`src/rtl/vram_pkg.sv`:
```
// Shared frame-buffer geometry, vertical active window and arbiter FSM state codes.
// Used by the video RAM, the VGA timing block and vram_write_arbiter.
package vram_pkg;

  localparam int H_RES      = 320;
  localparam int V_RES      = 240;
  localparam int COLOR_W    = 12;
  localparam int VACT_START = 35;
  localparam int VACT_END   = 515;

  localparam logic [0:0] ST_IDLE  = 1'b0;
  localparam logic [0:0] ST_CLEAR = 1'b1;

  function automatic logic in_frame(input logic [8:0] row, input logic [8:0] col);
    return (row < 9'(V_RES)) && (col < 9'(H_RES));
  endfunction

endpackage

```
`src/rtl/vram_rr_arbiter.sv`:
```
// Two-way round-robin grant. A tie goes to the requester that did not win the last
// transfer; r_last_grant resets to 1 so requester 0 wins the first tie.
module vram_rr_arbiter (
  input  logic clk,
  input  logic rst,
  input  logic i_en,
  input  logic i_req0,
  input  logic i_req1,
  output logic o_gnt0,
  output logic o_gnt1
);

  logic r_last_grant;

  always_comb begin
    o_gnt0 = 1'b0;
    o_gnt1 = 1'b0;
    if (i_en) begin
      if (i_req0 && i_req1) begin
        o_gnt0 = r_last_grant;
        o_gnt1 = ~r_last_grant;
      end else begin
        o_gnt0 = i_req0;
        o_gnt1 = i_req1;
      end
    end
  end

  // A grant is only ever given to a valid requester, so every grant is a transfer.
  always_ff @(posedge clk or posedge rst) begin
    if (rst) begin
      r_last_grant <= 1'b1;
    end else if (o_gnt0) begin
      r_last_grant <= 1'b0;
    end else if (o_gnt1) begin
      r_last_grant <= 1'b1;
    end
  end

endmodule

```
`src/rtl/vram_write_arbiter.sv`:
```
// Frame-buffer write sequencer: round-robin pixel requesters plus a full-frame clear sweep.
// Define VBLANK_ONLY_EN to restrict writes to the vertical blanking interval (VCV window).
//
// Handshake: a requester transfers in any cycle where valid && ready; ready is combinational,
// at most one ready is high per cycle, and both are low during CLEAR or on a clear_start cycle.
module vram_write_arbiter
  import vram_pkg::*;
(
  input  logic               clk,
  input  logic               rst,
  input  logic [15:0]        VCV,
  input  logic               r0_valid,
  output logic               r0_ready,
  input  logic [8:0]         r0_i,
  input  logic [8:0]         r0_j,
  input  logic [COLOR_W-1:0] r0_color,
  input  logic               r1_valid,
  output logic               r1_ready,
  input  logic [8:0]         r1_i,
  input  logic [8:0]         r1_j,
  input  logic [COLOR_W-1:0] r1_color,
  input  logic               clear_start,
  input  logic [COLOR_W-1:0] clear_color,
  output logic               clear_busy,
  output logic               clear_done,
  output logic [8:0]         i,
  output logic [8:0]         j,
  output logic [COLOR_W-1:0] wval,
  output logic               rw,
  output logic [7:0]         drop_cnt
);

  logic [0:0]         r_state;
  logic [8:0]         r_row;
  logic [8:0]         r_col;
  logic [COLOR_W-1:0] r_clear_color;
  logic               r_last;

  logic               w_vactive;
  logic               w_serve;
  logic               w_gnt0;
  logic               w_gnt1;
  logic               w_xfer;
  logic [8:0]         w_sel_i;
  logic [8:0]         w_sel_j;
  logic [COLOR_W-1:0] w_sel_c;
  logic               w_row_end;
  logic               w_last_pix;

`ifdef VBLANK_ONLY_EN
  assign w_vactive = (VCV >= 16'(VACT_START)) && (VCV < 16'(VACT_END));
`else
  // VCV is read here only so the port is not dangling; the result is always 0.
  assign w_vactive = 1'b0 & (|VCV);
`endif

  assign w_serve = (r_state == ST_IDLE) && !clear_start && !w_vactive;

  vram_rr_arbiter u_rr (
    .clk    (clk),
    .rst    (rst),
    .i_en   (w_serve),
    .i_req0 (r0_valid),
    .i_req1 (r1_valid),
    .o_gnt0 (w_gnt0),
    .o_gnt1 (w_gnt1)
  );

  assign r0_ready   = w_gnt0;
  assign r1_ready   = w_gnt1;
  assign w_xfer     = w_gnt0 | w_gnt1;
  assign w_sel_i    = w_gnt1 ? r1_i : r0_i;
  assign w_sel_j    = w_gnt1 ? r1_j : r0_j;
  assign w_sel_c    = w_gnt1 ? r1_color : r0_color;
  assign w_row_end  = (r_col == 9'(H_RES - 1));
  assign w_last_pix = w_row_end && (r_row == 9'(V_RES - 1));

  always_ff @(posedge clk or posedge rst) begin
    if (rst) begin
      r_state       <= ST_IDLE;
      r_row         <= '0;
      r_col         <= '0;
      r_clear_color <= '0;
      r_last        <= 1'b0;
      clear_busy    <= 1'b0;
      clear_done    <= 1'b0;
      i             <= '0;
      j             <= '0;
      wval          <= '0;
      rw            <= 1'b0;
      drop_cnt      <= '0;
    end else begin
      rw         <= 1'b0;
      clear_done <= 1'b0;
      case (r_state)
        ST_IDLE: begin
          if (clear_start) begin
            r_state       <= ST_CLEAR;
            clear_busy    <= 1'b1;
            r_clear_color <= clear_color;
            r_row         <= '0;
            r_col         <= '0;
            r_last        <= 1'b0;
          end else if (w_xfer) begin
            if (in_frame(w_sel_i, w_sel_j)) begin
              rw   <= 1'b1;
              i    <= w_sel_i;
              j    <= w_sel_j;
              wval <= w_sel_c;
            end else if (drop_cnt != 8'hFF) begin
              drop_cnt <= drop_cnt + 8'd1;
            end
          end
        end
        ST_CLEAR: begin
          // r_last marks the cycle in which the final pixel is on the bus; done follows it.
          if (r_last) begin
            r_state    <= ST_IDLE;
            clear_busy <= 1'b0;
            clear_done <= 1'b1;
            r_last     <= 1'b0;
          end else if (!w_vactive) begin
            rw   <= 1'b1;
            i    <= r_row;
            j    <= r_col;
            wval <= r_clear_color;
            if (w_last_pix) begin
              r_last <= 1'b1;
            end else if (w_row_end) begin
              r_col <= '0;
              r_row <= r_row + 9'd1;
            end else begin
              r_col <= r_col + 9'd1;
            end
          end
        end
        default: r_state <= ST_IDLE;
      endcase
    end
  end

endmodule
```
`config.mk`:
```
export PLATFORM = sky130hd
export DESIGN_NAME = vram_write_arbiter
export DESIGN_NICKNAME = d
export VERILOG_FILES = /design/src/rtl/vram_pkg.sv /design/src/rtl/vram_rr_arbiter.sv /design/src/rtl/vram_write_arbiter.sv
export SDC_FILE = /design/constraint.sdc
export NUM_CORES = 1
export LEC_CHECK = 0
export CORE_ASPECT_RATIO = 1.2
export CORE_MARGIN = 1
export CORE_UTILIZATION = 35
export CTS_CLUSTER_SIZE = 16
export DETAILED_ROUTE_END_ITERATION = 6
export GPL_TIMING_DRIVEN = 0
export HOLD_SLACK_MARGIN = 0.1
export PLACE_DENSITY = 0.75
export RECOVER_POWER = 25
export SLEW_MARGIN = 20
export SYNTH_ARGS = -nofsm -noshare
export SYNTH_HDL_FRONTEND = slang
export SYNTH_SLANG_ARGS = --single-unit
```
`constraint.sdc`:
```
create_clock -name clk -period 3.2 [get_ports clk]
set_input_delay 0.64 -clock clk [delete_from_list [all_inputs] [get_ports clk]]
set_output_delay 0.64 -clock clk [all_outputs]
set_load 0.02 [all_outputs]
```
==> results of run 1 <==
[what timing repair did]
item	CTS	global route
gates cloned	0	0
resized for setup	0	1
setup endpoints to repair	1	1
hold buffers	0	0
pin swaps	0	0
[per-stage QoR]
stage	cells	worst slack, ns	total power, mW	utilization (%)
after global placement	675	-0.539	1.58	49.1
after floorplan	427	0.680	1.35	-
after global routing	691	0.112	2.92	52.5
final	691	0.283	2.82	52.5
after detailed placement	676	-0.210	1.60	49.3
after CTS	691	0.0947	2.83	52.7
[per-layer routing]
layer / track usage [%] / up-vias / routed length (microns)
li1: - / 1786 / -
met1: 25.6 / 1844 / 4830
met2: 36.3 / 113 / 6050
met3: 4.53 / 24 / 554
met4: 8.40 / 0 / 284
met5: 0 / - / 0
[registers in the layout, indices dropped and copies added (netlist names)]
signal and flops:
r_col 9, clear_busy 1, r_row 9, i 9, wval 12, j 9, r_last 1, r_state 1
r_clear_color 12, drop_cnt 8, clear_done 1, u_rr.r_last_grant 1, rw 1
[synthesized netlist by cell type, types with 2 or more instances]
cell type  instances  area, sq um
dfrtp_1           73         1830
inv_1              3         11.3
nor2b_1            4         25.0
o32ai_1           18          158
buf_2              7         35.0
nor2_1            32          120
nand4_1            7         43.8
nand3_1           18         90.1
o21ai_1            6         30.0
a211oi_1          18          135
ha_1               3         37.5
nor3b_1            3         22.5
clkbuf_1          13         48.8
buf_4              5         37.5
xor2_1             6         52.6
buf_1              4         15.0
nor3_1             3         15.0
xnor2_1           10         87.6
nand4b_1           2         17.5
and3_1            21          131
mux2i_1            2         20.0
o221a_2           11          124
and4_1             2         17.5
nand2_1          116          435
o211ai_1           3         22.5
o21ai_0            7         35.0
nand2b_1           4         25.0
[power breakdown]
part	internal [mW]	switching, mW	total [mW]	leakage, nW
Clock	0.860	0.379	1.24	0.180
Sequential	1.03	0.107	1.14	0.918
Combinational	0.260	0.184	0.444	1.30
[final cells by class]
type                       instances  share of cell area, %
inverter                           4                  0.290
buffer                            28                   2.37
timing repair buffer             120                   21.4
tap                              129                   2.88
clock buffer                      11                   4.33
sequential                        74                   33.1
clock inverter                     5                   2.23
multi-input combinational        320                   33.5
[final timing paths]
kind                                    end  slack (ns)              from  cells past startpoint
hold reg to reg            r_clear_color[3]        0.48  r_clear_color[3]                      2
setup reg to reg                       i[4]        1.05           r_state                      6
max in group asynchronous       drop_cnt[0]        0.52               rst                      3
hold / removal             r_clear_color[3]        0.48  r_clear_color[3]                      2
min in group asynchronous          wval[10]        1.03               rst                      2
setup / recovery                   r0_ready        0.28          r0_valid                      4
[logic make-up after synthesis]
| family | Yosys count |
|---|---|
| AO/OA/AOI/OAI | 76 |
| XOR/XNOR | 16 |
| AND/OR/NAND/NOR | 222 |
| buffers and inverters | 33 |
| multiplexers | 3 |
| flip-flops | 74 |
| adder cells (fa/ha/maj) | 3 |
[worst reg2reg max path, cell delays in order, from the launching register on]
cell and delay, ns:
dfrtp_1 0.35, buf_2 0.18, nand2b_1 0.17, clkbuf_1 0.44
clkbuf_1 0.45, o32ai_1 0.18, a211oi_1 0.28
==> impl_metrics.env, run 1 <==
export IMPL_gp_congestion=0.815
export IMPL_track_usage_pct=21.1
export IMPL_cts_tree="done"
export IMPL_cts_buffer_depth=2
export IMPL_synth_compound_area_share_pct=16.3
export IMPL_path_class="input port to output pin"
export IMPL_n_fill_cell=958
export IMPL_yosys_area_share_adder_pct=0.967
export IMPL_start_util_pct=36.4
export IMPL_critPathMaxStageDelay_ns=0.62
export IMPL_finClkSkew_ns=0.00428
export IMPL_final_area_sq_um=5610
export IMPL_outcome="finished with violations"
export IMPL_postSynthCellCount=427
export IMPL_ys_warn_count=0
export IMPL_h_tree_depth=3
export IMPL_path_clk_slew_ns=0.06
export IMPL_dpl_cell_area_sq_um=5260
export IMPL_port_buffers=119
export IMPL_synthFlopType="dfrtp_1"
export IMPL_gr_total_overflow=0
export IMPL_period_share_pct=91.2
export IMPL_synth_seq_cells=74
export IMPL_powerDensity_nw_per_um2=503
export IMPL_synth_fp_nets=523
export IMPL_ys_seq_area_share_pct=47.7
export IMPL_slew_violations=0
export IMPL_slew_headroom_pct=14.4
export IMPL_finalSetupViolCount=0
export IMPL_end_kind="output pin"
export IMPL_synth_simple_area_share_pct=26.7
export IMPL_synth_edf_count=0
export IMPL_post_drt_wl_per_cell_microns=17.0
export IMPL_final_cell_mix="117 x clkdlybuf4s50_1, 116 x nand2_1, 73 x dfrtp_1"
export IMPL_peakVddDrop_v=0.000300
export IMPL_vias=3767
export IMPL_grt_max_degree=47
export IMPL_clk_latency_ns=0.33
export IMPL_avgSynthCellArea_sq_um=9.09
export IMPL_violations="DRC"
export IMPL_cts_root_buf="clkbuf_16"
export IMPL_netlist_cell_type_count=53
export IMPL_antenna_found_initial=0
export IMPL_final_layout_size_suffix_gt1_share_pct=8.54
export IMPL_hpwlAfterDp_microns=8690
export IMPL_ant_nets=0
export IMPL_wirelength_microns=11700
export IMPL_drt_drc_violations_left=2
export IMPL_dr_pass1_iters=7
export IMPL_clock_fmax_ghz=0.343
export IMPL_worst_ep_arrival_time_ns=2.28
export IMPL_synthMuxAreaShare_pct=0.806
export IMPL_synth_top_family_by_area="simple AND/OR/NAND/NOR gates"
export IMPL_area_sequential_sq_um=1850
export IMPL_die_area_sq_um=11500
export IMPL_die_y_microns=117
export IMPL_synth_xor_area_share_pct=3.61
export IMPL_worstSetupStartpointType="input port"
export IMPL_final_common_cell="clkdlybuf4s50_1"
export IMPL_io_pins=136
export IMPL_hp_class="flip-flop to flip-flop"
export IMPL_crit_slowest_cell="clkdlybuf4s50_1"
export IMPL_finalNetCount=653
export IMPL_grt_pass1_vias=3949
export IMPL_grt_first_pass_wirelength_microns=19300
export IMPL_core_sq_um=10700
export IMPL_die_w_microns=98.1
export IMPL_antenna_cells=0
export IMPL_drt_iter0_markers=206
export IMPL_crit_top_cell="clkdlybuf4s50_1"
export IMPL_synth_area_sq_um=3880
export IMPL_worst_pin_slew_ns=1.28
export IMPL_path_delay_family="buffers and inverters"
export IMPL_multi_input_area_sq_um=1880
export IMPL_area_growth_pct=44.5
export IMPL_p_leak_nw=2.40
export IMPL_postCtsSetupBuffers=0
export IMPL_whs_ns=0.484
export IMPL_worstPathRequired_ns=2.56
export IMPL_period_minus_slack_ns=2.92
export IMPL_avgViaCountPerCell=5.45
export IMPL_finalHoldViolCount=0
export IMPL_worstPathMaxFanout=4
export IMPL_maxCapViolations=0
export IMPL_grt_setup_unrepaired="false"
export IMPL_cts_buffers=9
export IMPL_rows=41
export IMPL_crit_chain="clkdlybuf4s50_1 > nor3b_1 > a21boi_2 > clkdlybuf4s50_1"
export IMPL_crit_buf_inv=2
export IMPL_async_flop_share_pct=100
export IMPL_cts_sinks=74
export IMPL_finalSetupTns_ns=0
Power figures use the tool's default switching activity.
==> run 2: changes to the inputs <==
--- a/config.mk
+++ b/config.mk
@@ -5,6 +5,7 @@
 export SDC_FILE = /design/constraint.sdc
 export NUM_CORES = 1
 export LEC_CHECK = 0
+export CAP_MARGIN = 20
 export CORE_ASPECT_RATIO = 1.2
 export CORE_MARGIN = 1
 export CORE_UTILIZATION = 35
@@ -12,6 +13,7 @@
 export DETAILED_ROUTE_END_ITERATION = 6
 export GPL_TIMING_DRIVEN = 0
 export HOLD_SLACK_MARGIN = 0.1
+export MAX_ROUTING_LAYER = met4
 export PLACE_DENSITY = 0.75
 export RECOVER_POWER = 25
 export SLEW_MARGIN = 20
==> run 2 against run 1 <==
Net effect:
- the run now ends clean
- non-clock buffer count did not move
- register-to-register slack barely moved
- sequential share of layout area did not move
- critical path depth did not move
- combinational power barely moved
- largest cell class unchanged
==> impl_metrics.env, run 2 (synthesized netlist as in run 1, its figures left out) <==
export IMPL_start_util_pct=36.4
export IMPL_drt_iter0_markers=215
export IMPL_dr_pass1_iters=7
export IMPL_clk_latency_ns=0.33
export IMPL_postCtsSetupBuffers=0
export IMPL_area_growth_pct=44.5
export IMPL_hp_class="flip-flop to flip-flop"
export IMPL_port_buffers=119
export IMPL_post_drt_wl_per_cell_microns=16.9
export IMPL_ant_nets=0
export IMPL_worstPathMaxFanout=4
export IMPL_die_y_microns=117
export IMPL_finalSetupViolCount=0
export IMPL_worst_ep_arrival_time_ns=2.28
export IMPL_p_leak_nw=2.40
export IMPL_maxCapViolations=0
export IMPL_totalPowerFinal_mw=2.82
export IMPL_slew_violations=0
export IMPL_n_fill_cell=958
export IMPL_avgViaCountPerCell=5.40
export IMPL_gp_congestion=0.827
export IMPL_final_cell_mix="117 x clkdlybuf4s50_1, 116 x nand2_1, 73 x dfrtp_1"
export IMPL_gr_total_overflow=0
export IMPL_rows=41
export IMPL_final_common_cell="clkdlybuf4s50_1"
export IMPL_grt_first_pass_wirelength_microns=19300
export IMPL_worst_pin_slew_ns=1.25
export IMPL_cts_root_buf="clkbuf_16"
export IMPL_end_kind="output pin"
export IMPL_finalNetCount=653
export IMPL_die_w_microns=98.1
export IMPL_track_usage_pct=21.8
export IMPL_vias=3731
export IMPL_outcome="finished, final reports clean"
export IMPL_fin_ws_ns=0.281
export IMPL_path_class="input port to output pin"
export IMPL_peakVddDrop_v=0.000299
export IMPL_r2r_cells=6
export IMPL_path_clk_slew_ns=0.05
export IMPL_io_pins=136
export IMPL_grt_max_degree=47
export IMPL_cts_buffer_depth=2
export IMPL_period_minus_slack_ns=2.92
export IMPL_h_tree_depth=3
export IMPL_period_share_pct=91.2
export IMPL_finClkSkew_ns=0.00508
export IMPL_hpwlAfterDp_microns=8690
export IMPL_die_area_sq_um=11500
export IMPL_slew_headroom_pct=16.3
export IMPL_powerDensity_nw_per_um2=502
export IMPL_final_layout_size_suffix_gt1_share_pct=8.54
export IMPL_clock_fmax_ghz=0.343
export IMPL_final_area_sq_um=5610
export IMPL_grt_setup_unrepaired="false"
export IMPL_drt_drc_violations_left=0
export IMPL_antenna_found_initial=0
export IMPL_core_sq_um=10700
export IMPL_reg_top3="r_clear_color (12), wval (12)"
export IMPL_cts_buffers=9
export IMPL_wirelength_microns=11700
export IMPL_antenna_cells=0
export IMPL_worstSetupStartpointType="input port"
export IMPL_grt_pass1_vias=3940
export IMPL_finalHoldViolCount=0
export IMPL_place_ws_ns=-0.210
export IMPL_cts_tree="done"
export IMPL_worstPathRequired_ns=2.56
export IMPL_min_delay_path_depth=2
export IMPL_cts_sinks=74
export IMPL_dpl_cell_area_sq_um=5260
run 2: final timing paths:
check	end	from	slack, ns
worst max-delay path	r0_ready	r0_valid	0.28
worst min-delay path	r_clear_color[8]	r_clear_color[8]	0.48
worst max register to register	i[4]	r_state	1.05
worst min register to register	r_clear_color[8]	r_clear_color[8]	0.48
max in group asynchronous	j[7]	rst	0.52
min in group asynchronous	wval[10]	rst	1.02
run 2: cell type report:
cell class,count,area [sq um],area share (%)
Multi-Input combinational cell,320,1880,33.5
Sequential cell,74,1850,33.1
Timing Repair Buffer,120,1200,21.4
Clock buffer,11,243,4.33
Tap cell,129,161,2.88
Buffer,28,133,2.37
Clock inverter,5,125,2.23
Inverter,4,16.3,0.290
run 2: metrics by stage:
step / hold WS (ns) / std cells / TNS (ns) / util [%]
6_report: 0.483 / 691 / 0 / 52.5
5_1_grt: 0.493 / 691 / 0 / 52.5
4_1_cts: 0.481 / 691 / 0 / 52.7
3_5_place_dp: 0.467 / 676 / -0.210 / 49.3
2_1_floorplan: 0.447 / 427 / 0 / -
3_3_place_gp: 0.460 / 675 / -39.18 / 49.1
run 2: worst max-delay path, stage by stage:
cell and delay [ns]:
clkdlybuf4s50_1 0.54, nor3b_1 0.24, a21boi_2 0.24, clkdlybuf4s50_1 0.62
run 2: repair_timing:
item	in CTS	in global routing
hold buffers	0	0
endpoints found under the setup margin	1	1
gates resized for setup	0	1
run 2: metal layers:
| metal | routed length [microns] | GRT usage, % | vias up |
|---|---|---|---|
| met5 | 0 | - | - |
| met4 | 238 | 8.12 | 0 |
| met3 | 497 | 4.17 | 21 |
| met2 | 6130 | 36.6 | 97 |
| met1 | 4830 | 25.8 | 1831 |
| li1 | - | - | 1782 |
run 2: power by group:
group | leakage [nW] | total [mW] | switching [mW] | internal, mW
combinational | 1.30 | 0.444 | 0.184 | 0.260
clock | 0.180 | 1.24 | 0.377 | 0.860
sequential | 0.918 | 1.14 | 0.105 | 1.03
==> run 3: changes to the inputs <==
--- a/config.mk
+++ b/config.mk
@@ -16,7 +16,9 @@
 export MAX_ROUTING_LAYER = met4
 export PLACE_DENSITY = 0.75
 export RECOVER_POWER = 25
+export SETUP_SLACK_MARGIN = 0.2
 export SLEW_MARGIN = 20
 export SYNTH_ARGS = -nofsm -noshare
 export SYNTH_HDL_FRONTEND = slang
 export SYNTH_SLANG_ARGS = --single-unit
+export TNS_END_PERCENT = 30
==> run 3 against run 2 <==
Net effect:
- clock skew about the same
- via count is 0.86% higher
- critical path depth unchanged
- sequential power barely moved
- count of clock-buffer cells in the layout is the same
- critical path type unchanged
- register-to-register slack barely moved
- cell count up 0.14%
- non-clock buffer count grew 1
- utilization about the same
- worst setup slack worse by 0.0029 ns
- routed wire length increased by 0.32%
==> impl_metrics.env, run 3 (synthesized netlist as in run 1, its figures left out) <==
export IMPL_outcome="finished, final reports clean"
export IMPL_antenna_cells=0
export IMPL_p_leak_nw=2.38
export IMPL_slew_violations=0
export IMPL_peakVddDrop_v=0.000299
export IMPL_gp_congestion=0.827
export IMPL_postCtsSetupBuffers=0
export IMPL_post_drt_wl_per_cell_microns=17.0
export IMPL_vias=3763
export IMPL_drt_drc_violations_left=0
export IMPL_finClkSkew_ns=0.00544
export IMPL_area_growth_pct=44.5
export IMPL_worst_pin_slew_ns=1.25
export IMPL_stdcell_count=692
export IMPL_period_minus_slack_ns=2.92
export IMPL_io_pins=136
export IMPL_hp_class="flip-flop to flip-flop"
export IMPL_wirelength_microns=11700
export IMPL_maxCapViolations=0
export IMPL_fin_ws_ns=0.278
export IMPL_cts_buffer_depth=2
export IMPL_die_y_microns=117
export IMPL_totalPowerFinal_mw=2.82
export IMPL_final_layout_size_suffix_gt1_share_pct=8.70
export IMPL_clock_fmax_ghz=0.342
export IMPL_cts_sinks=74
export IMPL_ant_nets=0
export IMPL_final_cell_mix="117 x clkdlybuf4s50_1, 116 x nand2_1, 73 x dfrtp_1"
export IMPL_grt_setup_unrepaired="true"
export IMPL_period_share_pct=91.3
export IMPL_slew_headroom_pct=15.9
export IMPL_grt_first_pass_wirelength_microns=19300
export IMPL_cts_tree="done"
export IMPL_worst_ep_arrival_time_ns=2.28
export IMPL_path_class="input port to output pin"
export IMPL_worstPathMaxFanout=4
export IMPL_die_w_microns=98.1
export IMPL_core_sq_um=10700
export IMPL_start_util_pct=36.4
export IMPL_powerDensity_nw_per_um2=503
export IMPL_end_kind="output pin"
export IMPL_finalSetupViolCount=0
export IMPL_reg_top3="r_clear_color (12), wval (12)"
export IMPL_worstPathRequired_ns=2.56
export IMPL_clk_latency_ns=0.33
export IMPL_path_clk_slew_ns=0.06
export IMPL_cts_root_buf="clkbuf_16"
export IMPL_final_common_cell="clkdlybuf4s50_1"
export IMPL_antenna_found_initial=0
export IMPL_finalSetupTns_ns=0
export IMPL_dp_cells=676
export IMPL_cts_buffers=9
export IMPL_finalNetCount=654
export IMPL_place_ws_ns=-0.210
export IMPL_worstSetupStartpointType="input port"
export IMPL_grt_max_degree=47
export IMPL_port_buffers=119
export IMPL_gr_total_overflow=0
export IMPL_track_usage_pct=21.8
export IMPL_die_area_sq_um=11500
export IMPL_dr_pass1_iters=6
export IMPL_hpwlAfterDp_microns=8690
export IMPL_finalHoldViolCount=0
export IMPL_drt_iter0_markers=232
export IMPL_avgViaCountPerCell=5.44
export IMPL_grt_pass1_vias=3958
export IMPL_rows=41
export IMPL_h_tree_depth=3
==> run 3: worst paths after layout <==
kind / from / end / slack, ns / cells past startpoint
worst max-delay path: r0_valid / r0_ready / 0.28 / 4
worst min-delay path: r_clear_color[8] / r_clear_color[8] / 0.49 / 2
worst max register to register: r_row[0] / r_col[7] / 1.05 / 6
worst min register to register: r_clear_color[8] / r_clear_color[8] / 0.49 / 2
max in group asynchronous: rst / j[7] / 0.51 / 3
min in group asynchronous: rst / wval[10] / 1.02 / 2
==> run 3: stage by stage <==
stage | hold WS (ns) | instance area, sq um | utilization [%]
2_1_floorplan | 0.447 | 3880 | -
3_3_place_gp | 0.460 | 5230 | 49.1
3_5_place_dp | 0.467 | 5260 | 49.3
4_1_cts | 0.481 | 5630 | 52.8
5_1_grt | 0.493 | 5610 | 52.6
6_report | 0.485 | 5610 | 52.6
==> run 3: area by class of cell <==
| type | count | area [sq um] |
|---|---|---|
| clock buffer | 11 | 243 |
| fill | 959 | 5060 |
| sequential | 74 | 1850 |
| multi-input combinational | 320 | 1880 |
| clock inverter | 5 | 125 |
| tap | 129 | 161 |
| inverter | 4 | 16.3 |
| timing repair buffer | 120 | 1200 |
| buffer | 29 | 138 |
==> run 3: report_power, final <==
group          total (mW)  internal [mW]  leakage, nW  switching (mW)
clock                1.24          0.860        0.180           0.379
sequential           1.14           1.03        0.918           0.106
combinational       0.444          0.260         1.29           0.185
total                2.82           2.15         2.38           0.670
==> run 3: metal layers <==
layer	vias to the layer above	GRT usage, %	wire length, microns
met5	-	-	0
met1	1853	25.6	4890
li1	1785	-	-
met3	26	4.17	501
met2	99	36.7	6080
met4	0	8.12	259
==> run 3: worst max-delay path: stages <==
cell             delay [ns]
clkdlybuf4s50_1        0.54
nor3b_1                0.24
a21boi_2               0.24
clkdlybuf4s50_1        0.62
==> run 3: repair_timing <==
item                                    CTS  global route
hold buffers                              0             0
gates cloned                              0             0
gates resized for setup                   2             1
endpoints found under the setup margin    1             2
